### config.mk
export PLATFORM = sky130hd
export DESIGN_NAME = minibyte_ctrl
export DESIGN_NICKNAME = d
export VERILOG_FILES = /design/src/rtl/minibyte_pkg.sv /design/src/rtl/minibyte_decode.sv /design/src/rtl/minibyte_ctrl.sv
export SDC_FILE = /design/constraint.sdc
export NUM_CORES = 1
export LEC_CHECK = 0
export ABC_AREA = 1
export CAP_MARGIN = 5
export CORE_ASPECT_RATIO = 0.8
export CORE_MARGIN = 5
export CORE_UTILIZATION = 52
export CTS_BUF_LIST = sky130_fd_sc_hd__clkbuf_4 sky130_fd_sc_hd__clkbuf_8
export DETAILED_ROUTE_END_ITERATION = 10
export PLACE_DENSITY = 0.95
export SLEW_MARGIN = 10
export SYNTH_ARGS = -nofsm -noshare
export SYNTH_HDL_FRONTEND = slang
export SYNTH_SLANG_ARGS = --single-unit
### constraint.sdc
create_clock -name clk -period 4.31 [get_ports clk]
set_clock_uncertainty 0.05 [all_clocks]
set_input_delay 0.862 -clock clk [delete_from_list [all_inputs] [get_ports clk]]
set_output_delay 0.862 -clock clk [all_outputs]
set_load 0.01 [all_outputs]
### src/rtl/minibyte_pkg.sv
// Shared definitions for the MiniByte CPU: opcodes, ALU op codes, sequencer states
// and the decoded-instruction bundle passed from minibyte_decode to minibyte_ctrl.
package minibyte_pkg;

   localparam logic [7:0] OP_NOP          = 8'h00;
   localparam logic [7:0] OP_LDI          = 8'h01;
   localparam logic [7:0] OP_LDA          = 8'h02;
   localparam logic [7:0] OP_STA          = 8'h03;
   localparam logic [7:0] OP_JMP          = 8'h04;
   localparam logic [7:0] OP_JZ           = 8'h05;
   localparam logic [7:0] OP_JN           = 8'h06;
   localparam logic [7:0] OP_HLT          = 8'h07;
   localparam logic [7:0] OP_ALUI_BASE    = 8'h08;
   localparam logic [7:0] OP_ALUM_BASE    = 8'h10;
   localparam logic [7:0] OP_ILLEGAL_BASE = 8'h18;

   // The ALU opcode is carried directly in IR[2:0] of ALUI/ALUM instructions.
   localparam logic [2:0] ALU_ADD   = 3'd0;
   localparam logic [2:0] ALU_SUB   = 3'd1;
   localparam logic [2:0] ALU_AND   = 3'd2;
   localparam logic [2:0] ALU_OR    = 3'd3;
   localparam logic [2:0] ALU_XOR   = 3'd4;
   localparam logic [2:0] ALU_PASSB = 3'd5;
   localparam logic [2:0] ALU_SHR   = 3'd6;
   localparam logic [2:0] ALU_NOT   = 3'd7;

   typedef enum logic [2:0] {
      FETCH_OP,
      FETCH_ARG,
      READ_MEM,
      EXEC,
      WRITE_MEM,
      HALT
   } state_t;

   typedef struct packed {
      logic needs_mem_rd;
      logic is_store;
      logic is_branch;
      logic is_alu;
      logic is_halt;
      logic is_illegal;
   } decode_t;

endpackage

### src/rtl/minibyte_decode.sv
// Combinational instruction classifier: maps the opcode byte to the control
// attributes the sequencer needs to choose its path after the operand fetch.
module minibyte_decode
   import minibyte_pkg::*;
(
   input  logic [7:0] ir,
   output decode_t    dec
);

   always_comb begin
      dec = '0;
      if (ir >= OP_ILLEGAL_BASE) begin
         dec.is_illegal = 1'b1;
      end else if (ir >= OP_ALUM_BASE) begin
         dec.is_alu       = 1'b1;
         dec.needs_mem_rd = 1'b1;
      end else if (ir >= OP_ALUI_BASE) begin
         dec.is_alu = 1'b1;
      end else begin
         case (ir)
            OP_LDA:               dec.needs_mem_rd = 1'b1;
            OP_STA:               dec.is_store     = 1'b1;
            OP_JMP, OP_JZ, OP_JN: dec.is_branch    = 1'b1;
            OP_HLT:               dec.is_halt      = 1'b1;
            default:              ;
         endcase
      end
   end

endmodule

### src/rtl/minibyte_ctrl.sv
// MiniByte fetch/decode/execute sequencer: fetches 2-byte instructions over a
// req/ack port, holds A/PC/IR/OPR and the Z/N flags, and drives minibyte_alu.
module minibyte_ctrl
   import minibyte_pkg::*;
#(
   parameter logic [7:0] RESET_PC = 8'h00,
   parameter int          ADDR_W   = 8
) (
   input  logic              clk,
   input  logic              rst,
   output logic              mem_req,
   output logic              mem_we,
   output logic [ADDR_W-1:0] mem_addr,
   output logic [7:0]        mem_wdata,
   input  logic [7:0]        mem_rdata,
   input  logic              mem_ack,
   output logic [7:0]        alu_a,
   output logic [7:0]        alu_b,
   output logic [2:0]        alu_op,
   input  logic [7:0]        alu_res,
   input  logic              alu_z,
   input  logic              alu_n,
   output logic [7:0]        acc_out,
   output logic [ADDR_W-1:0] pc_out,
   output logic              halted,
   output logic              illegal
);

   localparam logic [ADDR_W-1:0] PC_INIT = ADDR_W'(RESET_PC);
   localparam logic [ADDR_W-1:0] PC_ONE  = ADDR_W'(1);

   state_t            state;
   state_t            state_nxt;
   logic [ADDR_W-1:0] pc;
   logic [ADDR_W-1:0] opr_addr;
   logic [7:0]        acc;
   logic [7:0]        ir;
   logic [7:0]        opr;
   logic              flag_z;
   logic              flag_n;
   logic              illegal_q;
   logic              req_raw;
   logic              we_raw;
   logic              is_load;
   logic              branch_taken;
   decode_t           dec;

   minibyte_decode u_decode (
      .ir  (ir),
      .dec (dec)
   );

   assign opr_addr     = ADDR_W'(opr);
   assign is_load      = (ir == OP_LDI) || (ir == OP_LDA);
   assign branch_taken = dec.is_branch &&
                         ((ir == OP_JMP) || ((ir == OP_JZ) && flag_z) || ((ir == OP_JN) && flag_n));

   always_ff @(posedge clk or posedge rst) begin
      if (rst) begin
         state <= FETCH_OP;
      end else begin
         state <= state_nxt;
      end
   end

   always_comb begin
      state_nxt = state;
      req_raw   = 1'b0;
      we_raw    = 1'b0;
      mem_addr  = pc;
      unique case (state)
         FETCH_OP: begin
            req_raw = 1'b1;
            if (mem_ack) state_nxt = FETCH_ARG;
         end
         FETCH_ARG: begin
            req_raw = 1'b1;
            if (mem_ack) begin
               if (dec.is_halt || dec.is_illegal) state_nxt = HALT;
               else if (dec.needs_mem_rd)         state_nxt = READ_MEM;
               else if (dec.is_store)             state_nxt = WRITE_MEM;
               else                               state_nxt = EXEC;
            end
         end
         READ_MEM: begin
            req_raw  = 1'b1;
            mem_addr = opr_addr;
            if (mem_ack) state_nxt = EXEC;
         end
         WRITE_MEM: begin
            req_raw  = 1'b1;
            we_raw   = 1'b1;
            mem_addr = opr_addr;
            if (mem_ack) state_nxt = FETCH_OP;
         end
         EXEC:    state_nxt = FETCH_OP;
         HALT:    state_nxt = HALT;
         default: state_nxt = HALT;
      endcase
   end

   // Gating with rst lets an in-flight request vanish in the same cycle reset rises.
   assign mem_req   = req_raw & ~rst;
   assign mem_we    = we_raw & ~rst;
   assign mem_wdata = acc;

   always_ff @(posedge clk or posedge rst) begin
      if (rst) begin
         pc        <= PC_INIT;
         acc       <= 8'h00;
         ir        <= 8'h00;
         opr       <= 8'h00;
         flag_z    <= 1'b0;
         flag_n    <= 1'b0;
         illegal_q <= 1'b0;
      end else begin
         case (state)
            FETCH_OP: begin
               if (mem_ack) begin
                  ir <= mem_rdata;
                  pc <= pc + PC_ONE;
               end
            end
            FETCH_ARG: begin
               if (mem_ack) begin
                  opr <= mem_rdata;
                  pc  <= pc + PC_ONE;
                  if (dec.is_illegal) illegal_q <= 1'b1;
               end
            end
            READ_MEM: begin
               if (mem_ack) opr <= mem_rdata;
            end
            EXEC: begin
               if (dec.is_alu) begin
                  acc    <= alu_res;
                  flag_z <= alu_z;
                  flag_n <= alu_n;
               end else if (is_load) begin
                  acc    <= opr;
                  flag_z <= (opr == 8'h00);
                  flag_n <= opr[7];
               end
               if (branch_taken) pc <= opr_addr;
            end
            default: ;
         endcase
      end
   end

   assign alu_a   = acc;
   assign alu_b   = opr;
   assign alu_op  = ir[2:0];
   assign acc_out = acc;
   assign pc_out  = pc;
   assign halted  = (state == HALT);
   assign illegal = illegal_q;

endmodule

==> impl_metrics.toml <==
[power_and_ir_drop]
p_switching_uw = 974
p_per_area_nw_per_um2 = 707
swShare_pct = 44.6
pwr-share-clk_pct = 12.2
leakagePower_uw = 0.00147
p_int_uw = 1210
ir_drop_mv = 0.384
seqPwrFrac_pct = 32.2
power.total_uw = 2190
p_comb_share_pct = 55.6

[synthesis]
syn_inst = 339
yosysUniqueCellTypes = 26
postSynthAreaPerCell_um2 = 6.96
synthesis.area_um2 = 2360
syn_nets = 361
ys_seq_area_share_pct = 40.3
synth_async_sr_flop_share_pct = 100
ys_ff_latch = 38
yosysWarningCount = 0
ys.flop_type = "dfrtp_1"
synth-edff-count = 0

[clocking]
cts_buffers = 5
path_clk_slew_ns = 0.07
cts_tree = "built"
root_buffer = "clkbuf_8"
holdBufCountCts = 0
cts_setup_buffers = 0
htree_levels = 2
clockBufferDepth = 2
clock_latency_ns = 0.30
cts_resized = 0
clock-sinks = 38

[sta]
fmax_mhz = 309
tns_ns = 0
worst_pin_slew_ns = 0.535
fin_crit_sh_pct = 75.1
maxSlewViolCount = 0
hold_violations = 0
rsz0062_at_grt = "no"
finalCriticalPeriod_ns = 3.24
slew_headroom_pct = 64.2
finalSetupViolations = 0

[detailed_routing]
via_per_inst = 5.45
drc_errors = 0
routed_wl_mm = 6.63
drtAntennaViolNets = 0
avgRoutedWirePerCell_um = 14.6
drt_iter0_markers = 248
vias = 2468
drt_pass1_iterations = 5

[setup_path]
regToRegSetupSlack_ns = 2.26
critPathArrivalTime_ns = 2.33
worstReg2RegStart = "ir[4]"
path_class = "reg2out"
endpoint_kind = "primary output"
worst_path_largest_cell_delay_ns = 0.57
reg2reg_depth = 7
rr_endpoint = "acc_out[7]"
crit_fanout = 17
start_kind = "flop"
path_cells = "inv_1 -> nand3_1 -> nand2_1 -> o21ai_0 -> clkdlybuf4s50_1"
crit_slowest_cell = "clkdlybuf4s50_1"
cp_data_required_time_ns = 3.40

[global_routing]
grt_use_total_pct = 22.3
antenna_found_initial = 0
first_global_vias = 2332
overflow = 0
grt_pass1_wl_mm = 10.8
grt_max_degree = 39

[floorplanning]
die_h_um = 70.3
io_pins = 76
die_x_um = 85.3
dieArea_um2 = 5990
start_util_pct = 55.1
num_rows = 21
core_um2 = 4280

[finish]
nNetsFinal = 417
syn2layout_area_growth_pct = 31.0
drive_above_1_share_pct = 7.32
fin_area_um2 = 3090
finalNonFillerCells = 453
diodes = 0

[placed_design]
placed_area_um2 = 3000
routabilityCongestion = 0.868
portBuffers = 75
dp_cells = 445
hpwlAfterDp_mm = 4.82

[hold_path]
hp-start = "illegal"
hold_end = "illegal"
whs_path_depth = 1
min_path_type = "reg2reg"

[run_status]
status = "complete, no violations"

[job]
cap_viol_max_count = 0
[kinds of logic (layout without fill, tap and decap cells)]
kind of cell	after synthesis	count (layout)	share of synthesized area, %
compound gates	35	35	7.74
fa+ha+maj	1	1	0.530
buf+inv	54	111	12.5
flops	38	38	40.3
mux	4	4	1.91
simple gates	207	207	37.1
[power groups by stage]
stage          combinational [µW]  clock [µW]  sequential [µW]
2_1_floorplan                 718           0              685
3_3_place_gp                 1160           0              692
3_5_place_dp                 1200           0              701
4_1_cts                      1210         265              698
5_1_grt                      1340         282              725
6_report                     1210         266              705
[worst max-delay path, delay by kind of cell, from the launching register on]
family | cells | cell delay, ns
and+or+nand+nor | 2 | 0.49
buffers and inverters | 2 | 0.70
DFF | 1 | 0.56
AOI/OAI and AO/OA | 1 | 0.29
[metrics by stage]
stage          setup slack (ns)  util [%]  hold slack (ns)
5_1_grt                   0.949      72.2            0.459
6_report                   1.07      72.2            0.439
4_1_cts                    1.12      72.2            0.441
3_3_place_gp               1.39      70.0            0.404
2_1_floorplan              1.38         -            0.399
3_5_place_dp               1.36      70.0            0.414
[sequential cells by signal (all words and copies together) (netlist names)]
register / flops
illegal: 1
pc_out: 8
flag_z: 1
flag_n: 1
acc_out: 8
state: 3
ir: 8
alu_b: 8
[Yosys cell counts (4+ instances only)]
cell type	number	share of area [%]
inv_1	23	3.7
dfrtp_1	38	40
nand2_1	128	20
o21ai_1	6	1.3
buf_4	21	6.7
nor2_2	5	1.3
nor2_1	24	3.8
nand3_1	38	8.1
o21ai_0	23	4.9
buf_2	4	0.85
nand2_2	5	1.3
inv_2	4	0.64
[layout by cell type, fill, tap and decap left out]
master / netlist / final
o21ai_2: 1 / 1
nand4_1: 3 / 3
mux2_1: 2 / 2
nand3_1: 38 / 38
nor2_4: 1 / 1
ha_1: 1 / 1
buf_4: 21 / 1
nand2_1: 128 / 128
nand3_2: 1 / 1
nor2_2: 5 / 5
mux2_2: 2 / 2
clkinv_2: 0 / 1
clkbuf_8: 0 / 6
clkbuf_4: 0 / 1
o21ai_0: 23 / 23
a31oi_1: 1 / 1
clkdlybuf4s50_1: 0 / 75
o21ai_1: 6 / 6
inv_2: 4 / 4
nor2_1: 24 / 24
a21o_1: 1 / 1
nor3_1: 1 / 1
inv_1: 23 / 23
or2_2: 1 / 1
nand2_2: 5 / 5
a21oi_1: 3 / 3
dfrtp_1: 38 / 38
[how the worst max path moves through the flow]
stage	startpoint	to	slack, ns	depth (start not counted)
after floorplan	rst	mem_req	1.38	3
after global placement	rst	mem_req	1.39	5
after detailed placement	rst	mem_req	1.36	5
after CTS	state[1]	mem_addr[4]	1.12	5
after global routing	state[1]	mem_addr[7]	0.95	5
final	state[1]	mem_addr[5]	1.07	5
[layout make-up]
cell class / instances / area (µm²)
clock buffer: 7 / 90.1
tap: 57 / 71.3
sequential: 38 / 951
multi-input combinational: 247 / 1110
fill: 335 / 1190
timing repair buffer: 76 / 758
clock inverter: 1 / 5.00
inverter: 27 / 101
[routing by layer]
metal | GRT usage [%] | vias to the layer above | wire length, µm
met4 | 7.56 | 0 | 167
met1 | 28.3 | 1143 | 2700
met2 | 36.9 | 133 | 3090
met5 | 0 | - | 0
li1 | - | 1173 | -
met3 | 5.76 | 19 | 661
Power figures use the tool's default switching activity.
